`config.mk`:
```
export PLATFORM = sky130hd
export DESIGN_NAME = signature_compactor
export DESIGN_NICKNAME = d
export VERILOG_FILES = /design/src/rtl/signature_compactor.sv
export SDC_FILE = /design/constraint.sdc
export NUM_CORES = 1
export LEC_CHECK = 0
export ABC_AREA = 1
export CAP_MARGIN = 20
export CORE_MARGIN = 3
export CORE_UTILIZATION = 48
export CTS_CLUSTER_DIAMETER = 30
export DETAILED_ROUTE_END_ITERATION = 7
export HOLD_SLACK_MARGIN = 0.03
export PLACE_DENSITY_LB_ADDON = 0.3
export SETUP_SLACK_MARGIN = 0.1
export SLEW_MARGIN = 5
export SYNTH_ARGS = -nofsm -noshare
export SYNTH_HDL_FRONTEND = slang
export SYNTH_SLANG_ARGS = --single-unit
```
`constraint.sdc`:
```
create_clock -name clk -period 2.3 [get_ports clk]
set_input_delay 0.345 -clock clk [delete_from_list [all_inputs] [get_ports clk]]
set_output_delay 0.345 -clock clk [all_outputs]
set_load 0.05 [all_outputs]
```
`src/rtl/signature_compactor.sv`:
```
// Signature compactor: drives a stimulus counter and folds observed channel
// bytes into a rotating signature, then compares against a golden value.
module signature_compactor #(
  parameter int SIG_W  = 16,
  parameter int STIM_W = 8,
  parameter int CH     = 4
) (
  input  logic              clk,
  input  logic              reset,
  input  logic              start,
  input  logic              abort,
  input  logic              mode,
  input  logic [7:0]        seed,
  input  logic [SIG_W-1:0]  expected_sig,
  input  logic [CH*8-1:0]   ch_data,
  output logic [STIM_W-1:0] stimulus,
  output logic [SIG_W-1:0]  signature,
  output logic              busy,
  output logic              done,
  output logic              pass
);

  typedef enum logic [1:0] {
    IDLE,
    RUN,
    DONE
  } state_t;

  state_t state, state_nx;

  logic [7:0]       seed_q;
  logic             mode_q;
  logic [SIG_W-1:0] exp_q;
  logic [7:0]       scr;
  logic [7:0]       sum;
  logic [SIG_W-1:0] t;
  logic [SIG_W-1:0] sig_nx;
  logic             full;
  logic             enter;

  always_comb begin
    scr = seed_q;
    for (int n = 0; n < CH; n++) begin
      scr = scr ^ ch_data[8*n +: 8];
    end
  end

  // Low byte replaced by the sum, then the whole word rotated left.
  always_comb begin
    sum    = signature[7:0] + scr;
    t      = {signature[SIG_W-1:8], sum};
    sig_nx = mode_q ? ((t << 2) | (t >> (SIG_W-2)))
                    : ((t << 1) | (t >> (SIG_W-1)));
  end

  assign full  = &stimulus;
  assign enter = (state != RUN) && (state_nx == RUN);

  always_comb begin
    state_nx = state;
    unique case (state)
      IDLE: if (!abort && start) state_nx = RUN;
      RUN: begin
        if (abort)     state_nx = IDLE;
        else if (full) state_nx = DONE;
      end
      DONE: begin
        if (abort)      state_nx = IDLE;
        else if (start) state_nx = RUN;
      end
      default: state_nx = IDLE;
    endcase
  end

  always_ff @(posedge clk) begin
    if (!reset) begin
      state     <= IDLE;
      stimulus  <= '0;
      signature <= '0;
      pass      <= 1'b0;
      seed_q    <= '0;
      mode_q    <= 1'b0;
      exp_q     <= '0;
    end else begin
      state <= state_nx;
      if (enter) begin
        stimulus  <= '0;
        signature <= '0;
        pass      <= 1'b0;
        seed_q    <= seed;
        mode_q    <= mode;
        exp_q     <= expected_sig;
      end else if (state == RUN) begin
        if (abort) begin
          stimulus <= '0;
          pass     <= 1'b0;
        end else if (!full) begin
          signature <= sig_nx;
          stimulus  <= stimulus + STIM_W'(1);
        end else begin
          pass <= (signature == exp_q);
        end
      end else if (abort) begin
        pass <= 1'b0;
      end
    end
  end

  assign busy = (state == RUN);
  assign done = (state == DONE);

endmodule
```
==> flow_summary.ini <==
[worst_setup_path]
path_class = in -> reg
cp.arrival_ns = 2.36
cp_data_required_time_ns = 2.56
startpoint_type = primary input
end_kind = flip-flop
worstPathMaxFanout = 3

[clock_network]
holdBufCountCts = 0
clock_latency_ns = 0.31
cts_buffer_depth = 2
cts_sinks = 52
tritoncts = built
cts_buffers = 5
cts_root_buffer = clkbuf_8
h-tree-depth = 2
path_clk_slew_ns = 0.10

[power]
clkPwrFrac_pct = 31.8
comb_power_share_pct = 27.4
swShare_pct = 28.7
switchingPower_uw = 682
p_int_uw = 1700
power_density_nw_per_um2 = 547
worst_ir_drop_vdd_v = 0.000332
p_total_uw = 2380
p_leak_uw = 0.00187
seqPwrFrac_pct = 40.8

[sta]
rsz0062_at_grt = false
hold_slack_ns = 0.461
hold_viol = 0
fmax_mhz = 477
clock_skew_ns = 0.00991
fin_ws_ns = 0.203
min_period_ns = 2.10
period_share_pct = 91.2
drv_slew = 0
worst_slew_pin_slew_ns = 0.516
slew_headroom_pct = 65.5
setup_violations = 0

[global_routing]
grt_pass1_vias = 3012
grt_pass1_wl_microns = 12900
antenna_found_initial = 0
grt_overflow_total = 0
grt_max_degree = 39
grt_usage_pct = 21.4

[place]
postPlaceCellArea_sq_um = 4040
place_ws_ns = -0.317
gp_congestion = 0.869
dp_hpwl_microns = 5790
port_buffers = 87

[floorplan]
die_area_sq_um = 7410
ioPinCount = 88
die_h_microns = 86.1
coreArea_sq_um = 6060
start_util_pct = 50.8
die_w_microns = 86.1
num_rows = 28

[synth]
seq_area_frac_synth_pct = 33.8
synth_area_sq_um = 3080
synthCells = 432
ys_types = 35
yosys_register_bits = 52
synth.avg_cell_area_sq_um = 7.13
syn-num-nets = 502
ys_warn_count = 0

[route]
drtIter0Drc = 208
detail_route.drc_violations = 0
viasPerCell = 5.09
first_pass_iters = 4
route.vias.total = 3050
wirelength_microns = 7870
wire_per_inst_microns = 13.1
drtAntennaViolNets = 0

[finish]
layout_commonest_cell = nand2_1
drive_above_1_share_pct = 11.6
synthToLayoutAreaGrowth_pct = 41.2
final_nets = 593
antenna-diode-count = 0
final_cell_mix = 92 x nand2_1, 74 x clkdlybuf4s50_1, 53 x inv_1
utilization_pct = 71.7
fin_area_sq_um = 4350

[outcome]
outcome = complete, no violations

[min_path]
hp-class = reg -> reg

[flow_run]
maxCapViolations = 0
synthesized netlist by cell type (all sizes together):
| cell type | count | share of area, % |
|---|---|---|
| nor3b | 1 | 0.24 |
| nor3 | 1 | 0.16 |
| a211oi | 1 | 0.24 |
| nor2 | 14 | 2.2 |
| xnor2 | 30 | 8.5 |
| fa | 1 | 0.65 |
| nand3 | 24 | 4.5 |
| o21ai | 40 | 6.7 |
| o31ai | 1 | 0.41 |
| clkbuf | 5 | 0.61 |
| nand3b | 1 | 0.24 |
| xor2 | 19 | 5.4 |
| nand2 | 101 | 13 |
| dfxtp | 52 | 34 |
| or2 | 1 | 0.20 |
| nand4 | 6 | 1.7 |
| clkinv | 2 | 0.24 |
| nor4 | 2 | 0.41 |
| ha | 8 | 3.3 |
| a21oi | 53 | 8.7 |
| buf | 10 | 1.9 |
| inv | 59 | 7.2 |
path summary, 6_finish.rpt:
path                             startpoint            to  slack (ns)  cells after the start
worst max register to register    seed_q[2]  signature[5]        0.36                     10
worst min-delay path              seed_q[0]     seed_q[0]        0.46                      2
worst max-delay path            ch_data[14]  signature[9]        0.20                     12
worst min register to register    seed_q[0]     seed_q[0]        0.46                      2
flip-flops by register name, indices dropped and copies added, names as in the netlist:
signal     cells
mode_q         1
seed_q         8
stimulus       8
pass           1
state          2
exp_q         16
signature     16
per-stage QoR:
stage	cells	TNS (ns)
final	599	0
after global routing	599	0
after CTS	598	0
after detailed placement	589	-1.89
after global placement	589	-1.20
after floorplan	432	0
area by class of cell:
type                       instances  area (sq um)
clock buffer                       5          68.8
tap                               75          93.8
multi-input combinational        304          1850
fill                             461          1710
sequential                        52          1040
timing repair buffer              99           993
inverter                          61           229
clock inverter                     3          68.8
layer usage:
layer | up-vias | part of all wire, % | GRT usage (%)
met5 | - | 0 | 0
met4 | 0 | 1.4 | 5.47
met3 | 13 | 5.6 | 3.84
met2 | 85 | 52 | 38.6
met1 | 1393 | 41 | 26.0
li1 | 1559 | - | -
timing repair:
action / 4_1_cts / 5_1_grt
endpoints found under the hold margin: 0 / 0
setup endpoints to repair: 5 / 9
gates resized for setup: 2 / 39
buffers inserted: 1 / 1
pin swaps: 1 / 34
power by group through the flow:
stage | clock, uW | sequential [uW] | combinational [uW]
after floorplan | 0 | 1000 | 350
after global placement | 0 | 988 | 578
after detailed placement | 0 | 989 | 594
after CTS | 770 | 969 | 613
after global routing | 792 | 974 | 726
final | 756 | 969 | 652
kinds of logic after synthesis:
group	count (synthesis)	synth area share (%)
AO/OA/AOI/OAI	95	16.1
XOR/XNOR	49	13.9
adder cells (fa/ha/maj)	9	3.90
buffers and inverters	76	9.96
flip-flops	52	33.8
AND/OR/NAND/NOR	151	22.3
critical path, cell delays in order:
cell	delay, ns
clkdlybuf4s50_1	0.47
xnor2_1	0.13
xnor2_1	0.16
xor2_1	0.21
ha_1	0.29
a21oi_1	0.18
nand2_2	0.09
a21oi_4	0.16
inv_2	0.05
nand2_2	0.07
nand3_2	0.08
a21oi_2	0.13
No activity file was read; power rests on OpenSTA's default activity.
